[config.mk]
export PLATFORM = sky130hd
export DESIGN_NAME = tone_detect
export DESIGN_NICKNAME = d
export VERILOG_FILES = /design/src/rtl/tone_detect_pkg.sv /design/src/rtl/tone_edge_sync.sv /design/src/rtl/tone_detect.sv
export SDC_FILE = /design/constraint.sdc
export NUM_CORES = 1
export LEC_CHECK = 0
export CORE_UTILIZATION = 70
export DETAILED_ROUTE_END_ITERATION = 10
export DONT_BUFFER_PORTS = 1
export PLACE_DENSITY = 0.86
export RECOVER_POWER = 100
export SYNTH_ARGS = -nofsm -noshare
export SYNTH_HDL_FRONTEND = slang
export SYNTH_SLANG_ARGS = --single-unit
[constraint.sdc]
create_clock -name clk -period 14.39 [get_ports clk]
set_input_delay 3.5975 -clock clk [delete_from_list [all_inputs] [get_ports clk]]
set_output_delay 3.5975 -clock clk [all_outputs]
set_load 0.01 [all_outputs]
[src/rtl/tone_detect_pkg.sv]
`default_nettype none
// ============================================================================
// Module   : tone_detect_pkg
// Brief    : Shared widths, parameter defaults and FSM state encoding for
//            the tone half-period detector.
// Revision : 1.0 - initial release
// ============================================================================
package tone_detect_pkg;

    localparam int c_val_w           = 15;
    localparam int c_cnt_w           = 16;
    localparam int c_tol_default     = 2;
    localparam int c_timeout_default = 32767;

    typedef enum logic [1:0] {
        ST_IDLE  = 2'd0,
        ST_FIRST = 2'd1,
        ST_MEAS  = 2'd2,
        ST_LOCK  = 2'd3
    } state_t;

    // Unsigned magnitude of a-b without wrap-around.
    function automatic logic [c_cnt_w-1:0] abs_diff(
        input logic [c_cnt_w-1:0] a,
        input logic [c_cnt_w-1:0] b
    );
        return (a >= b) ? (a - b) : (b - a);
    endfunction

endpackage
`default_nettype wire

[src/rtl/tone_edge_sync.sv]
`default_nettype none
// ============================================================================
// Module   : tone_edge_sync
// Brief    : Two-flop synchronizer plus history register; flags any edge of
//            the asynchronous input while enabled.
// Revision : 1.0 - initial release
// ============================================================================
module tone_edge_sync (
    input  logic clk,
    input  logic rst_n,
    input  logic enable,
    input  logic async_in,
    output logic edge_pulse
);

    logic r_sync1_q, w_sync1_d;
    logic r_sync2_q, w_sync2_d;
    logic r_sync3_q, w_sync3_d;

    // The history flop freezes while disabled so an edge spanning the
    // disabled window is still reported on re-enable.
    always_comb begin
        w_sync1_d = async_in;
        w_sync2_d = r_sync1_q;
        w_sync3_d = enable ? r_sync2_q : r_sync3_q;
    end

    always_ff @(posedge clk or negedge rst_n) begin
        if (!rst_n) begin
            r_sync1_q <= 1'b0;
            r_sync2_q <= 1'b0;
            r_sync3_q <= 1'b0;
        end else begin
            r_sync1_q <= w_sync1_d;
            r_sync2_q <= w_sync2_d;
            r_sync3_q <= w_sync3_d;
        end
    end

    assign edge_pulse = enable & (r_sync2_q ^ r_sync3_q);

endmodule
`default_nettype wire

[src/rtl/tone_detect.sv]
`default_nettype none
// ============================================================================
// Module   : tone_detect
// Brief    : Measures the half-period of a square-wave tone, locks when two
//            consecutive measurements agree within TOL, flags signal loss.
// Revision : 1.0 - initial release
// ============================================================================
module tone_detect
    import tone_detect_pkg::*;
#(
    parameter int TOL     = c_tol_default,
    parameter int TIMEOUT = c_timeout_default
) (
    input  logic               clk,
    input  logic               rst_n,
    input  logic               enable,
    input  logic               tone_in,
    output logic [c_val_w-1:0] half_period,
    output logic               valid,
    output logic               locked,
    output logic               no_signal
);

    localparam logic [c_cnt_w-1:0] c_tol     = c_cnt_w'(TOL);
    localparam logic [c_cnt_w-1:0] c_timeout = c_cnt_w'(TIMEOUT);

    logic                 w_edge;
    state_t               r_state_q, w_state_d;
    logic [c_cnt_w-1:0]   r_cnt_q, w_cnt_d;
    logic [c_cnt_w-1:0]   r_ref_q, w_ref_d;
    logic [c_val_w-1:0]   r_hp_q, w_hp_d;
    logic                 r_valid_q, w_valid_d;
    logic                 r_locked_q, w_locked_d;
    logic                 r_nosig_q, w_nosig_d;
    logic [c_cnt_w-1:0]   w_meas;
    logic                 w_match;
    logic                 w_timeout;

    tone_edge_sync u_edge_sync (
        .clk        (clk),
        .rst_n      (rst_n),
        .enable     (enable),
        .async_in   (tone_in),
        .edge_pulse (w_edge)
    );

    // Counter never drops below 1, so the subtraction cannot wrap.
    assign w_meas    = r_cnt_q - c_cnt_w'(1);
    assign w_match   = (abs_diff(w_meas, r_ref_q) <= c_tol);
    assign w_timeout = enable && !w_edge && (r_cnt_q >= c_timeout)
                       && (r_state_q != ST_IDLE);

    always_comb begin
        w_state_d = r_state_q;
        w_cnt_d   = r_cnt_q;
        w_ref_d   = r_ref_q;
        w_hp_d    = r_hp_q;
        w_valid_d = 1'b0;
        w_nosig_d = r_nosig_q;

        if (enable) begin
            if (w_edge) begin
                w_cnt_d = c_cnt_w'(1);
            end else if (r_cnt_q < c_timeout) begin
                w_cnt_d = r_cnt_q + c_cnt_w'(1);
            end

            if (w_edge) begin
                case (r_state_q)
                    ST_IDLE: begin
                        w_state_d = ST_FIRST;
                        w_nosig_d = 1'b0;
                    end
                    ST_FIRST: begin
                        w_ref_d   = w_meas;
                        w_state_d = ST_MEAS;
                    end
                    ST_MEAS: begin
                        if (w_match) begin
                            w_state_d = ST_LOCK;
                            w_hp_d    = w_meas[c_val_w-1:0];
                            w_valid_d = 1'b1;
                        end else begin
                            w_ref_d = w_meas;
                        end
                    end
                    ST_LOCK: begin
                        w_ref_d = w_meas;
                        if (w_match) begin
                            w_hp_d    = w_meas[c_val_w-1:0];
                            w_valid_d = 1'b1;
                        end else begin
                            w_state_d = ST_MEAS;
                        end
                    end
                    default: w_state_d = ST_IDLE;
                endcase
            end else if (w_timeout) begin
                w_state_d = ST_IDLE;
                w_nosig_d = 1'b1;
            end
        end

        w_locked_d = (w_state_d == ST_LOCK);
    end

    always_ff @(posedge clk or negedge rst_n) begin
        if (!rst_n) begin
            r_state_q  <= ST_IDLE;
            r_cnt_q    <= c_cnt_w'(1);
            r_ref_q    <= '0;
            r_hp_q     <= '0;
            r_valid_q  <= 1'b0;
            r_locked_q <= 1'b0;
            r_nosig_q  <= 1'b1;
        end else begin
            r_state_q  <= w_state_d;
            r_cnt_q    <= w_cnt_d;
            r_ref_q    <= w_ref_d;
            r_hp_q     <= w_hp_d;
            r_valid_q  <= w_valid_d;
            r_locked_q <= w_locked_d;
            r_nosig_q  <= w_nosig_d;
        end
    end

    assign half_period = r_hp_q;
    assign valid       = r_valid_q;
    assign locked      = r_locked_q;
    assign no_signal   = r_nosig_q;

endmodule
`default_nettype wire

# Yosys cells after proc, flatten, opt, wreduce, memory -nomap -nowiden
# Index checks and enable logic that the tools add are counted.
[word_totals] inputBits=4 reg_bits=55 wordCells=59
[op_classes] n_reduce_logical=15 magnitude_cmp=4 n_mux=18 bitwise=2 eq_ne=6 add_sub_neg=4
[ops] operator="$mux W16" count=4
[ops] operator="$pmux W16 S2" count=1
[ops] operator="$sub A16 B16 Y16" count=2
[ops] operator="$add A16 B1 Y16 const B" count=1
[ops] operator="$ge A16 B15 Y1 const B" count=1
[ops] operator="$ge A16 B16 Y1" count=1
[ops] operator="$le A16 B2 Y1 const B" count=1
[ops] operator="$lt A16 B15 Y1 const B" count=1
[ops] operator="$sub A16 B1 Y16 const B" count=1
[ops] operator="$mux W2" count=5
[ops] operator="$pmux W2 S4" count=1
[ops] operator="$reduce_and A4 Y1" count=2
[ops] operator="$reduce_bool A2 Y1" count=4
[ops] operator="$mux W1" count=7
[ops] operator="$eq A2 B2 Y1 const B" count=3
[ops] operator="$reduce_or A2 Y1" count=2
[ops] operator="$logic_and A1 B1 Y1" count=3
[ops] operator="$reduce_and A3 Y1" count=1
[ops] operator="$eq A2 B1 Y1 const B" count=1
[ops] operator="$logic_not A2 Y1" count=1
[ops] operator="$ne A2 B1 Y1 const B" count=1
[ops] operator="$ne A2 B2 Y1 const B" count=1
[ops] operator="$reduce_and A2 Y1" count=1
[ops] operator="$and A1 B1 Y1" count=1
[ops] operator="other kinds (2)" count=2

# Depth between registers and ports, before layout
[logic_depth] word_depth=10 ltp_mapped=18

# Cells and area by module
# From an unflattened synthesis, not the netlist that was laid out.
[hier_totals] hier_cells=526 hier_area_um2=4520.6
[by_module_without_submodules] mod="tone_detect" cells_per_inst=520 area_per_inst_um2=4419.2 instances=1 seq_area_each_um2=1303.8
[by_module_without_submodules] mod="tone_edge_sync" cells_per_inst=6 area_per_inst_um2=101.3 instances=1 seq_area_each_um2=75.1

# Worst setup path after synthesis
# OpenSTA, ideal clock, no wires.
[synth_path] kind="input port to flip-flop" start="input port enable" end="register r_hp_q[10] (netlist: half_period[10])" cell_stages=7 arrival_time_ns=5.233 n_path_buf=3 slack_ns=9.032 required_time_ns=14.265 path_cell_list="clkbuf_1 and2_1 clkbuf_1 nand2_1 nor3_4 buf_6 mux2_4"
[synth_between] elab_chain_cells=2
[synth_lines] element="from (decl)" line="tone_detect.sv:16" source="input logic enable,"
[synth_lines] element="$and A1 B1 Y1" line="tone_edge_sync.sv:40" source="assign edge_pulse = enable & (r_sync2_q ^ r_sync3_q);"
[synth_lines] element="$reduce_and A4 Y1 (no line) (*)"
[synth_lines] element="to (signal assigned)" line="tone_detect.sv:120" source="r_hp_q <= w_hp_d;"
[synth_lines] element="to (decl)" line="tone_detect.sv:31" source="logic [c_val_w-1:0] r_hp_q, w_hp_d;"
# Mark *: on every way between the ends. The rest lies on a longest branch, timed or not.
# A chain may end at the register's enable or synchronous reset.

# Final worst setup path
[layout_path] start="register r_cnt_q[2]" end="register r_hp_q[2] (netlist: half_period[2])"
[layout_between] elab_chain_cells=5
[layout_lines] element="from (decl)" line="tone_detect.sv:29" source="logic [c_cnt_w-1:0] r_cnt_q, w_cnt_d;"
[layout_lines] element="from (signal assigned)" line="tone_detect.sv:110" source="r_cnt_q <= c_cnt_w'(1);"
[layout_lines] element="from (signal assigned)" line="tone_detect.sv:118" source="r_cnt_q <= w_cnt_d;"
[layout_lines] element="$sub A16 B1 Y16 (*)" line="tone_detect.sv:48" source="assign w_meas = r_cnt_q - c_cnt_w'(1);"
[layout_lines] element="net w_meas[5]" line="tone_detect.sv:35" source="logic [c_cnt_w-1:0] w_meas;"
[layout_lines] element="$sub A16 B16 Y16 or $ge A16 B16 Y1 (tied branches)" line="tone_detect_pkg.sv:27" source="return (a >= b) ? (a - b) : (b - a);"
[layout_lines] element="$mux W16 (*)" line="tone_detect_pkg.sv:27"
[layout_lines] element="$le A16 B2 Y1 (*)" line="tone_detect.sv:49" source="assign w_match = (abs_diff(w_meas, r_ref_q) <= c_tol);"
[layout_lines] element="$reduce_and A4 Y1 (no line) (*)"
# The timed path passes the listed nets; every way through them passes the cells marked *.

==> results.md <==
* Port Buf Inserts at 0
* Final min period at 7220 ps
* Core area at 6350 um^2
* Drt initial violations at 239
* Startpoint Class: flop
* Post-synth EDFFs at 0
* Remaining DRCs at 0
* Global placement routability congestion at 0.891
* Endpoint type of the worst setup path: flop
* Chip width at 83.3 um
* FFs w/ async S/R, synth at 100%
* Final setup violation count at 0
* Post-Synthesis Cell Area at 4630 um^2
* Num CTS Buffers at 5
* I/O pins at 22
* Die area at 6940 um^2
* Post CTS Setup Buffer Count at 0
* Ant. Diodes at 0
* Area grow syn2layout at 0.541%
* Vias in the first global route at 4039
* CTS root buffer: clkbuf_8
* Clock transition at the registers of the reported paths at 90 ps
* Avg WL per Cell at 18.4 um
* Wirelength, routed at 11000 um
* Vias per cell at 6.70
* Hold_buf cts at 0
* Setup_tns at 0 ps
* VDD IR max at 0.147 mV
* Worst-Skew Late Latency at 310 ps
* GRT Util Overall at 33.2%
* Failing checks: capacitance limit, slew limit
* Max Slew Vio Count at 18
* Global-route wire length before repair at 18600 um
* Initial core utilization at 72.9%
* Crit path largest cell delay at 2010 ps
* Longest Clk Path Bufs at 2
* Routed Antenna Nets at 0
* FP Rows at 29
* Clk sinks at 55
* Final hold viol count at 0
* Hold WC Path Type: reg -> reg
* Net Switching at 619 uW
* DIE HEIGHT at 83.3 um
* # H-tree levels at 2
* Worst Skew at 5.28 ps
* CP required at 14590 ps
* CP max-delay cell: nor3_1
* Layout cell share with drive strength beyond 1 at 6.58%
* Syn Inst Count at 543
* Clk network pwr share at 7.1%
* Yosys cell types at 59
* CTS tree: built
* Mapped Nets at 582
* Outcome: finished with violations
* Dpl hpwl at 8310 um
* Sequential-to-total area share from yosys stat at 29.8%
* Kind of critical path: reg -> reg
* Max Cap Viol at 1
* Worst slew pin tran at 2570 ps
* Worst slack, placed at 8330 ps
* Fmax at 0.138 GHz
* Initial antenna violation count at 0
* GRT overflow at 0
* Sw Share at 54.3%
* Synthesis-stage register bit count at 55
* RSZ-0062 raised after global routing: no
* Internal Dissipation at 521 uW
* Design Area, Final at 4650 um^2
* Period utilization at 50.2%
* Slew HR at -72.7%
* Crit-path cells: nor3_1 -> nor3b_1 -> xor2_1 -> ha_1 -> and3_1 -> a221oi_1 -> o221ai_1 -> a21boi_0 -> a221oi_1 -> or3_1 -> a211o_1 -> nor3_1 -> mux2_2
* Yosys warns at 0
* CTS resizes at 0
* Largest net degree at the start of global routing at 56
* Leak at 2.08 nW
* Final #Nets at 556
* Combinational group share of total power at 73.2%
* Synth Flop Type: dfrtp_1
* Setup ws final at 7170 ps
* DRT Pass-1 Iters at 5
* Via Count at 3980
* Reg power frac at 19.6%
* Crit Path Max Fanout at 21
* Placed Area at 4590 um^2
* Arrival @ worst endpoint at 7430 ps
* Synthesized area per cell at 8.52 um^2
* Power per cell area at 245 nW/um^2
-- cell usage after synthesis (10+ instances only) --
cell type  count  area, um^2
nor4_1        33         206
xnor2_1       14         123
xor2_1        27         236
nand3_1       10        50.1
nand2_1       30         113
a211oi_1      19         143
a21o_1        11        82.6
inv_1         41         154
o21ai_0       18        90.1
clkbuf_1      28         105
dfrtp_1       53        1330
nor2_1        47         176
nor2b_1       10        62.6
a21oi_1       30         150
nor3_1        20         100
ha_1          33         413
-- state kept, by name, indices dropped and copies added, names as in the netlist --
register               cells
r_cnt_q                   16
valid                      1
r_state_q                  2
u_edge_sync.r_sync2_q      1
r_ref_q                   16
half_period               15
locked                     1
no_signal                  1
u_edge_sync.r_sync3_q      1
u_edge_sync.r_sync1_q      1
-- final cells by class --
class / instances / area [um^2]
clock inverter: 1 / 7.51
tap: 77 / 96.3
clock buffer: 6 / 72.6
fill: 479 / 1700
inverter: 41 / 154
timing repair buffer: 2 / 15.0
sequential: 55 / 1380
multi-input combinational: 412 / 2930
-- through the flow --
| step | power (mW) | hold slack (ps) | util (%) | std cells |
|---|---|---|---|---|
| after floorplan | 0.878 | 331 | - | 543 |
| after global placement | 1.01 | 338 | 72.3 | 587 |
| after detailed placement | 1.04 | 344 | 72.3 | 587 |
| after CTS | 1.12 | 365 | 73.5 | 594 |
| after global routing | 1.24 | 386 | 73.3 | 594 |
| final | 1.14 | 371 | 73.3 | 594 |
-- cells in the final DEF (no fill, tap or decap), types with 18 or more instances in the layout --
cell / count
a21oi_1: 30
ha_1: 33
o21ai_0: 18
nor3_1: 21
nor2_1: 47
a211oi_1: 19
xor2_1: 27
inv_1: 41
dfrtp_1: 53
nor4_1: 33
nand2_1: 30
-- per-layer routing --
layer	GRT usage [%]	wire, um
met4	15.4	300
met2	55.1	5300
met1	42.4	4700
met5	0	0
met3	5.37	654
-- cells by family after synthesis --
family	count (synthesis)	synth area share, %
buffers and inverters	76	6.54
flip-flops	55	29.8
multiplexers	20	5.44
AND/OR/NAND/NOR	199	23.3
XOR/XNOR	41	7.76
AO/OA/AOI/OAI	117	17.4
adder cells (fa/ha/maj)	35	9.79
-- final timing paths --
| kind | end | depth (start not counted) | from | slack [ps] |
|---|---|---|---|---|
| max | half_period[2]$_DFFE_PN0P_ | 13 | r_cnt_q[2]$_DFFE_PN0P_ | 7170 |
| min in group asynchronous | r_cnt_q[15]$_DFFE_PN0P_ | 0 | rst_n | 2970 |
| max reg2reg | half_period[2]$_DFFE_PN0P_ | 13 | r_cnt_q[2]$_DFFE_PN0P_ | 7170 |
| min reg2reg | u_edge_sync.r_sync2_q$_DFF_PN0_ | 0 | u_edge_sync.r_sync1_q$_DFF_PN0_ | 370 |
| max in group asynchronous | no_signal$_DFFE_PN1P_ | 0 | rst_n | 11220 |
| min | u_edge_sync.r_sync2_q$_DFF_PN0_ | 0 | u_edge_sync.r_sync1_q$_DFF_PN0_ | 370 |
-- critical path: cells and delay by family (launching register included) --
kind,cells,cell delay [ps]
simple gates,5,3480
compound gates,5,1800
flops,1,480
mux,1,470
fa+ha+maj,1,440
xor+xnor,1,430
-- power groups by stage --
stage               clock network, mW  registers [mW]  logic (mW)
floorplan                           0           0.212       0.666
global placement                    0           0.222       0.787
detailed placement                  0           0.226       0.816
CTS                            0.0823           0.223       0.820
global route                   0.0871           0.229       0.920
finish                         0.0814           0.224       0.835
No activity file was read; power rests on OpenSTA's default activity.
